$ cat src/rtl/seq_datapath.sv
// Self-sequencing datapath: register file, shifter, ALU, A/B/C registers, status and controller FSM.
// Optional build macro SEQ_DP_FASTMOV_EN: MOV reg skips the Rn read (3-cycle accept-to-write).
module seq_datapath #(
  parameter int WIDTH = 16,
  parameter int NREGS = 8,
  localparam int RW = $clog2(NREGS)
) (
  input  logic             clk,
  input  logic             reset,
  input  logic             in_valid,
  output logic             in_ready,
  input  logic [2:0]       opcode,
  input  logic [1:0]       op,
  input  logic [RW-1:0]    rn,
  input  logic [RW-1:0]    rd,
  input  logic [RW-1:0]    rm,
  input  logic [1:0]       shift,
  input  logic [7:0]       imm8,
  input  logic [RW-1:0]    dbg_rnum,
  output logic [WIDTH-1:0] dbg_rdata,
  output logic [WIDTH-1:0] datapath_out,
  output logic [2:0]       status,
  output logic             done,
  output logic             err
);

  typedef enum logic [2:0] {IDLE, RDA, RDB, EXEC, WB} state_t;
  typedef enum logic [2:0] {K_MOVI, K_MOVR, K_ADD, K_CMP, K_AND, K_MVN, K_ILL} kind_t;

  typedef struct packed {
    kind_t         kind;
    logic [RW-1:0] rn;
    logic [RW-1:0] rd;
    logic [RW-1:0] rm;
    logic [1:0]    shift;
    logic [7:0]    imm8;
  } instr_t;

  state_t           state, state_nx;
  kind_t            kind_in;
  instr_t           ir;
  logic [WIDTH-1:0] regs [NREGS];
  logic [WIDTH-1:0] a, b;
  logic [WIDTH-1:0] ain, shb, alu, sx;
  logic             accept;
  logic             fz, fn, fv;

  assign in_ready  = (state == IDLE);
  assign accept    = in_valid && in_ready;
  assign dbg_rdata = regs[dbg_rnum];
  assign sx        = WIDTH'($signed(ir.imm8));

  always_comb begin
    kind_in = K_ILL;
    case ({opcode, op})
      5'b110_10: kind_in = K_MOVI;
      5'b110_00: kind_in = K_MOVR;
      5'b101_00: kind_in = K_ADD;
      5'b101_01: kind_in = K_CMP;
      5'b101_10: kind_in = K_AND;
      5'b101_11: kind_in = K_MVN;
      default:   kind_in = K_ILL;
    endcase
  end

  always_ff @(posedge clk or posedge reset) begin
    if (reset) state <= IDLE;
    else       state <= state_nx;
  end

  always_comb begin
    state_nx = state;
    case (state)
      IDLE: if (accept) begin
        case (kind_in)
          K_MOVI:  state_nx = WB;
`ifdef SEQ_DP_FASTMOV_EN
          K_MOVR:  state_nx = RDB;
`else
          K_MOVR:  state_nx = RDA;
`endif
          K_ILL:   state_nx = IDLE;
          default: state_nx = RDA;
        endcase
      end
      RDA:     state_nx = RDB;
      RDB:     state_nx = EXEC;
      EXEC:    state_nx = (ir.kind == K_CMP) ? IDLE : WB;
      WB:      state_nx = IDLE;
      default: state_nx = IDLE;
    endcase
  end

  // Shifter on the Rm operand, then ALU; MOV reg is ADD with A forced to zero.
  always_comb begin
    shb = b;
    case (ir.shift)
      2'b01:   shb = {b[WIDTH-2:0], 1'b0};
      2'b10:   shb = {1'b0, b[WIDTH-1:1]};
      2'b11:   shb = {b[WIDTH-1], b[WIDTH-1:1]};
      default: shb = b;
    endcase
    ain = (ir.kind == K_MOVR) ? '0 : a;
    case (ir.kind)
      K_CMP:   alu = ain - shb;
      K_AND:   alu = ain & shb;
      K_MVN:   alu = ~shb;
      default: alu = ain + shb;
    endcase
    fz = (alu == '0);
    fn = alu[WIDTH-1];
    fv = (ain[WIDTH-1] ^ shb[WIDTH-1]) & (alu[WIDTH-1] ^ ain[WIDTH-1]);
  end

  always_ff @(posedge clk or posedge reset) begin
    if (reset) begin
      for (int i = 0; i < NREGS; i++) regs[i] <= '0;
      ir           <= '{kind: K_ILL, default: '0};
      a            <= '0;
      b            <= '0;
      datapath_out <= '0;
      status       <= '0;
      done         <= 1'b0;
      err          <= 1'b0;
    end else begin
      if (accept) ir <= '{kind: kind_in, rn: rn, rd: rd, rm: rm, shift: shift, imm8: imm8};
      case (state)
        RDA:  a <= regs[ir.rn];
        RDB:  b <= regs[ir.rm];
        EXEC: begin
          datapath_out <= alu;
          if (ir.kind == K_CMP) status <= {fz, fn, fv};
        end
        WB:   regs[ir.rd] <= (ir.kind == K_MOVI) ? sx : datapath_out;
        default: ;
      endcase
      done <= (state == WB) || (state == EXEC && ir.kind == K_CMP);
      err  <= accept && (kind_in == K_ILL);
    end
  end

endmodule
$ cat config.mk
export PLATFORM = sky130hd
export DESIGN_NAME = seq_datapath
export DESIGN_NICKNAME = d
export VERILOG_FILES = /design/src/rtl/seq_datapath.sv
export SDC_FILE = /design/constraint.sdc
export NUM_CORES = 1
export LEC_CHECK = 0
export ABC_AREA = 1
export BUFFER_PORTS_ARGS = -buffer_cell sky130_fd_sc_hd__buf_2
export CORE_MARGIN = 3
export CORE_UTILIZATION = 33
export DETAILED_ROUTE_END_ITERATION = 10
export PLACE_DENSITY = 0.56
export SLEW_MARGIN = 20
export SYNTH_ARGS = -nofsm -noshare
export SYNTH_HDL_FRONTEND = slang
export SYNTH_SLANG_ARGS = --single-unit
export TNS_END_PERCENT = 1
$ cat constraint.sdc
create_clock -name clk -period 7.7 [get_ports clk]
set_input_delay 0.77 -clock clk [delete_from_list [all_inputs] [get_ports clk]]
set_output_delay 0.77 -clock clk [all_outputs]
set_load 0.02 [all_outputs]
Word level (Yosys, flattened, before mapping)
Index checks and enable logic that the tools add are counted.
{ "op_classes": {"magnitude_cmp": 5, "bitwise": 9, "eq_ne": 19, "muxes": 21, "n_reduce_logical": 10, "add_sub_neg": 2} }
{ "ops": {"columns": ["op", "n"], "rows": [
  ["16-bit binary-select mux with 3-bit select", 3],
  ["16-bit 2-to-1 mux", 9],
  ["128-bit bitwise mux", 1],
  ["16-bit one-hot mux with 3 select lines", 2],
  ["16-bit demux with 3-bit select", 1],
  ["5-bit equality test, second input constant", 6],
  ["3-bit one-hot mux with 6 select lines", 1],
  ["16-bit adder", 1],
  ["16-bit AND", 1],
  ["4-bit >= comparator, second input constant", 4],
  ["16-bit zero test", 1],
  ["16-bit inverter", 1],
  ["3-bit inverter with 4-bit output", 4],
  ["16-bit subtractor", 1],
  ["3-bit equality test, second input constant", 4],
  ["3-bit one-hot mux with 4 select lines", 1],
  ["3-bit by 2-bit equality test with 1-bit output, second input constant", 3],
  ["3-bit zero test", 3],
  ["3-bit by 1-bit equality test with 1-bit output, second input constant", 2],
  ["3-bit 2-to-1 mux", 2],
  ["3-bit one-hot mux with 2 select lines", 1],
  ["2-bit equality test, second input constant", 2],
  ["1-bit logical AND", 4],
  ["4-bit by 1-bit < comparator with 1-bit output, second input constant", 1],
  ["6 further kinds", 7]
]} }
{ "word_totals": {"input_bits": 30, "regBits": 206, "word_cells": 87, "output_inout_bits": 38} }

Depth between registers and ports, before layout
{ "logic_depth": {"word_depth": 6, "ltp_mapped": 26, "depth_no_buf": 24} }

Worst setup path after synthesis
Ideal clock, no wire load.
{ "synth_path": {"path_type": "register to register", "startpoint": "reg ir[9] (netlist bit)", "endpoint": "reg status[0]", "period_less_slack_ps": 3292, "arrival_time_ps": 3175, "stages_incl_launch_ff": 26, "path_slack_ps": 4408, "path_buffers": 2, "setup_time_ps": 117, "cell_sequence": "dfrtp_1 -> buf_6 -> inv_4 -> buf_8 -> nand3_2 -> nand2_2 -> nor2_4 -> ha_1 -> inv_1 -> nor3_4 -> nand2_2 -> o31ai_4 -> nand2_2 -> xor2_1 -> ha_1 -> nand2_1 -> nor2_1 -> inv_1 -> o211ai_1 -> a21boi_0 -> nand3_1 -> nand3_2 -> nand2_2 -> nand2_1 -> nand3_1 -> nand2_1"} }
{ "synth_between": {"elab_chain_len": 6} }
{ "synth_lines": {"columns": ["item", "line", "source"], "rows": [
  ["start: declaration", "41", "instr_t ir;"],
  ["start signal: assignment", "126", "if (accept) ir <= '{kind: kind_in, rn: rn, rd: rd, rm: rm, shift: shift, imm8: imm8};"],
  ["2-bit equality test / 2-bit by 1-bit equality test with 1-bit output (equally long branches)", "97", "case (ir.shift)"],
  ["16-bit one-hot mux with 3 select lines *", "97", null],
  ["16-bit adder, or another cell as far along", "108", "default: alu = ain + shb;"],
  ["16-bit one-hot mux with 3 select lines", "104", "case (ir.kind)"],
  ["1-bit XOR", "112", "fv = (ain[WIDTH-1] ^ shb[WIDTH-1]) & (alu[WIDTH-1] ^ ain[WIDTH-1]);"],
  ["1-bit AND *", "112", null],
  ["end signal: assignment", "132", "if (ir.kind == K_CMP) status <= {fz, fn, fv};"],
  ["end: declaration", "22", "output logic [2:0] status,"]
]} }
Mark *: on every way between the ends. The rest lies on a longest branch, timed or not.
A chain may end at the register's enable or synchronous reset.

Final worst setup path
{ "layout_path": {"startpoint": "in dbg_rnum[0]", "endpoint": "out dbg_rdata[15]"} }
{ "layout_between": {"elab_chain_len": 4} }
{ "layout_lines": {"columns": ["item", "line", "source"], "rows": [
  ["start: declaration", "19", "input logic [RW-1:0] dbg_rnum,"],
  ["3-bit inverter with 4-bit output (not written as such)", "50", "assign dbg_rdata = regs[dbg_rnum];"],
  ["16-bit binary-select mux with 3-bit select", "50", null],
  ["16-bit 2-to-1 mux (not written as such) (2 in a row)", "50", null],
  ["end: declaration", "20", "output logic [WIDTH-1:0] dbg_rdata,"]
]} }
No other way between the ends. The select of a mux whose other input is x is not followed.

==> results by group <==
Outcome
  • Outcome: completed

Final layout
  • Final antenna diode count: 0
  • Fin cells: 2,370
  • Layout cells sized above 1: 0.105
  • Final net count: 1,888
  • Area growth from synthesis to layout: 12.8%

Synthesis
  • XOR/XNOR share of the synthesized area: 0.0101
  • Share of the synthesized area in compound gates (AO/OA/AOI/OAI): 0.271
  • Area share of the largest cell type after synthesis: 0.394
  • Synth warnings: 0
  • Synth Instances: 1,825
  • Distinct cell type count of the synthesized netlist: 45
  • #FFs+latches synth: 206
  • Dominant register cell in the synthesized netlist: dfrtp_1
  • Per-instance average area after synthesis: between 7 and 8 um^2
  • Cell type contributing the most total cell area after synthesis: dfrtp_1
  • Multiplexer share of the synthesized area: 0.00386
  • Fraction of the yosys area taken by sequential cells: 0.398
  • Async set-reset flop share out of synthesis: 1.00
  • Netlist area before placement: ~13,000 um^2
  • Number of enable-type register cells in the synthesized netlist: 0
  • Share of synthesized cell area in and, or, nand and nor gates: 0.209
  • Largest cells by area after synthesis: dfrtp_1, o21ai_0, nand2_1
  • Cell with the most instances after synthesis: o21ai_0
  • Top cells by count, synth: o21ai_0, nand2_1, dfrtp_1
  • Adder and majority cell fraction of the synthesized area: 0.0189
  • Dominant combinational cell family by area after synthesis: compound AO/OA/AOI/OAI gates
  • Syn nets: 1,874

Run
  • Max-Cap Viols: 0

Detailed routing
  • Post-Route M1 WL: approximately 21,000 um
  • Routed WL per cell: 19.4 um
  • Detailed-route wire length: ~46,000 um
  • Drc violations: 0
  • Routed met2 length: approximately 20,000 um
  • Highest routed metal layer: met4
  • Number of vias after detailed routing: 12.8k
  • Pre-Repair DR Iteration Count: 6
  • Avg Vias per Cell: 5.42
  • Drt first-iter violations: around 1.2k
  • Detailed route wirelength on metal3: 3130 um
  • Count of nets left with antenna violations after detail routing: 0

Worst setup path
  • Maximum net fanout on the critical path: 63
  • Required time of the worst setup path: 6.93 ns
  • FF-to-FF path depth: 23
  • Worst R2R Setup Slack: between 3 and 4 ns
  • CP Launch Type: primary input
  • Startpoint of the most critical register-to-register path: ir[9]
  • Kind of end point of the critical path: primary output
  • Signal arrival time at the worst endpoint: 3.55 ns
  • Destination of the worst register-to-register timing path: status[0]
  • Worst setup path category: in -> out

STA
  • Actual slew at the worst max-slew pin: around 1.1 ns
  • Setup TNS after final layout: 0 ns
  • Highest achievable clock rate: between 200 and 250 MHz
  • Worst Skew: about 0.029 ns
  • Final Critical Period: roughly 4.3 ns
  • Share of the clock period used by the worst path after layout: 0.560
  • Tightest hold margin: between 0.2 and 0.3 ns
  • Setup repair after global routing missed its margin: no
  • Hold Fails Final Rpt: 0
  • Relative slew slack: 0.271
  • Total setup violations reported at the end of the flow: 0
  • Count of pins over their slew limit: 0

Clock tree
  • Post_cts resized: 0
  • Number of hold-repair buffers added at the cts stage: 0
  • Later-pin clock latency in the skew report: 0.56 ns
  • Register clock-pin slew on the reported worst setup and hold paths: 0.06 ns
  • Max Root-Sink Buffers: 3
  • CTS tree: built
  • Clock sink count: slightly above 200
  • Setup fix buffers added after clock tree synthesis: 0
  • CTS H-Tree Depth: 1
  • Root Driver: clkbuf_16
  • Total CTS buffers: 26

Place
  • Number of buffers added on ports: 67
  • Final estimated routing congestion in global placement: 0.891
  • Detailed placer's ending HPWL: 30,600 um
  • Cell count after placement: ~2.3k

Power and ir drop
  • Power per Cell Area: 491 nW/um^2
  • Total Power Consumption: 0.00718 W
  • Maximum vdd drop: 335 uV
  • Leakage Power: 6.61 nW

Global route
  • Overall overflow remaining after global route: 0
  • Largest net degree at the start of global routing: 137
  • First-pass GRT wire length: 71,800 um
  • Via count of the first global-routing pass: 12.1k
  • All-layer global routing usage: 0.219
  • Initial antenna violation count: 0

Die
  • Number of placement rows: 71
  • Io pins: 68
  • Starting density of the core: 0.339
  • Width of the die: around 200 um
  • Area of the core region: 38,200 um^2
  • Area of the die: 41,700 um^2
  • Floorplan die height: roughly 200 um

Min path
  • Min-delay worst type: in -> async
## layout by cell type, fill, tap and decap left out, drive strengths merged, types with 3 or more instances in the layout
cell type / count
o21ai: 412
nand2: 389
dfrtp: 204
inv: 190
a21oi: 149
nor2: 114
nand3: 104
buf: 93
o211ai: 62
clkbuf: 33
a31oi: 18
ha: 18
clkinv: 15
xor2: 12
nor3: 12
mux2i: 5
nand4: 4
xnor2: 3
o21bai: 3
a21boi: 3
## power breakdown
group / internal [W] / switching [W]
clock: 0.000739 / 0.000508
combinational: 0.00126 / 0.00280
sequential: 0.00149 / 0.000376
## flip-flops by register name, indices dropped and copies added, names as in the netlist
register      cells
a                16
b                16
datapath_out     16
done              1
err               1
ir               22
regs            128
state             3
status            3
## cells by family after synthesis
logic type,Yosys count
xor gates and xnor gates,15
AOI/OAI and AO/OA,655
adders and majority gates,19
muxes,5
DFF,206
and+or+nand+nor,626
buffers and inverters,299
## worst max-delay path, stage by stage
cell and delay (ns):
buf_2 0.08, buf_4 0.52, clkinv_1 0.72, buf_4 0.50, o21ai_0 0.21, a21oi_1 0.09, a31oi_1 0.36, buf_2 0.24
## routing by layer
metal,GRT usage,vias to the layer above
met5,0,-
met4,0.0656,0
met3,0.0317,94
met2,0.340,517
met1,0.315,6065
li1,-,6167
## final cells by class
| class | instances | area, um^2 |
|---|---|---|
| flip-flops and latches | 206 | 5160 |
| multi-input cells | 1320 | 6660 |
| well taps | 511 | 639 |
| fillers | 4093 | 23600 |
| repair buffers | 93 | 551 |
| clock inverters | 15 | 150 |
| inverters | 192 | 731 |
| clock buffers | 33 | 727 |
## metrics by stage
stage	cell area [um^2]	util	worst slack, ns
floorplan	13000	-	1.31
global placement	13700	0.359	3.55
detailed placement	13700	0.359	3.51
CTS	14600	0.382	3.51
global route	14600	0.383	3.19
finish	14600	0.383	3.38
## how the worst max path moves through the flow
stage,end,slack [ns],startpoint
after floorplan,a[0],1.31,reset
after global placement,dbg_rdata[15],3.55,dbg_rnum[0]
after detailed placement,dbg_rdata[15],3.51,dbg_rnum[0]
after CTS,dbg_rdata[15],3.51,dbg_rnum[0]
after global routing,status[2],3.19,ir[9]
final,dbg_rdata[15],3.38,dbg_rnum[0]
Power figures use the tool's default switching activity.
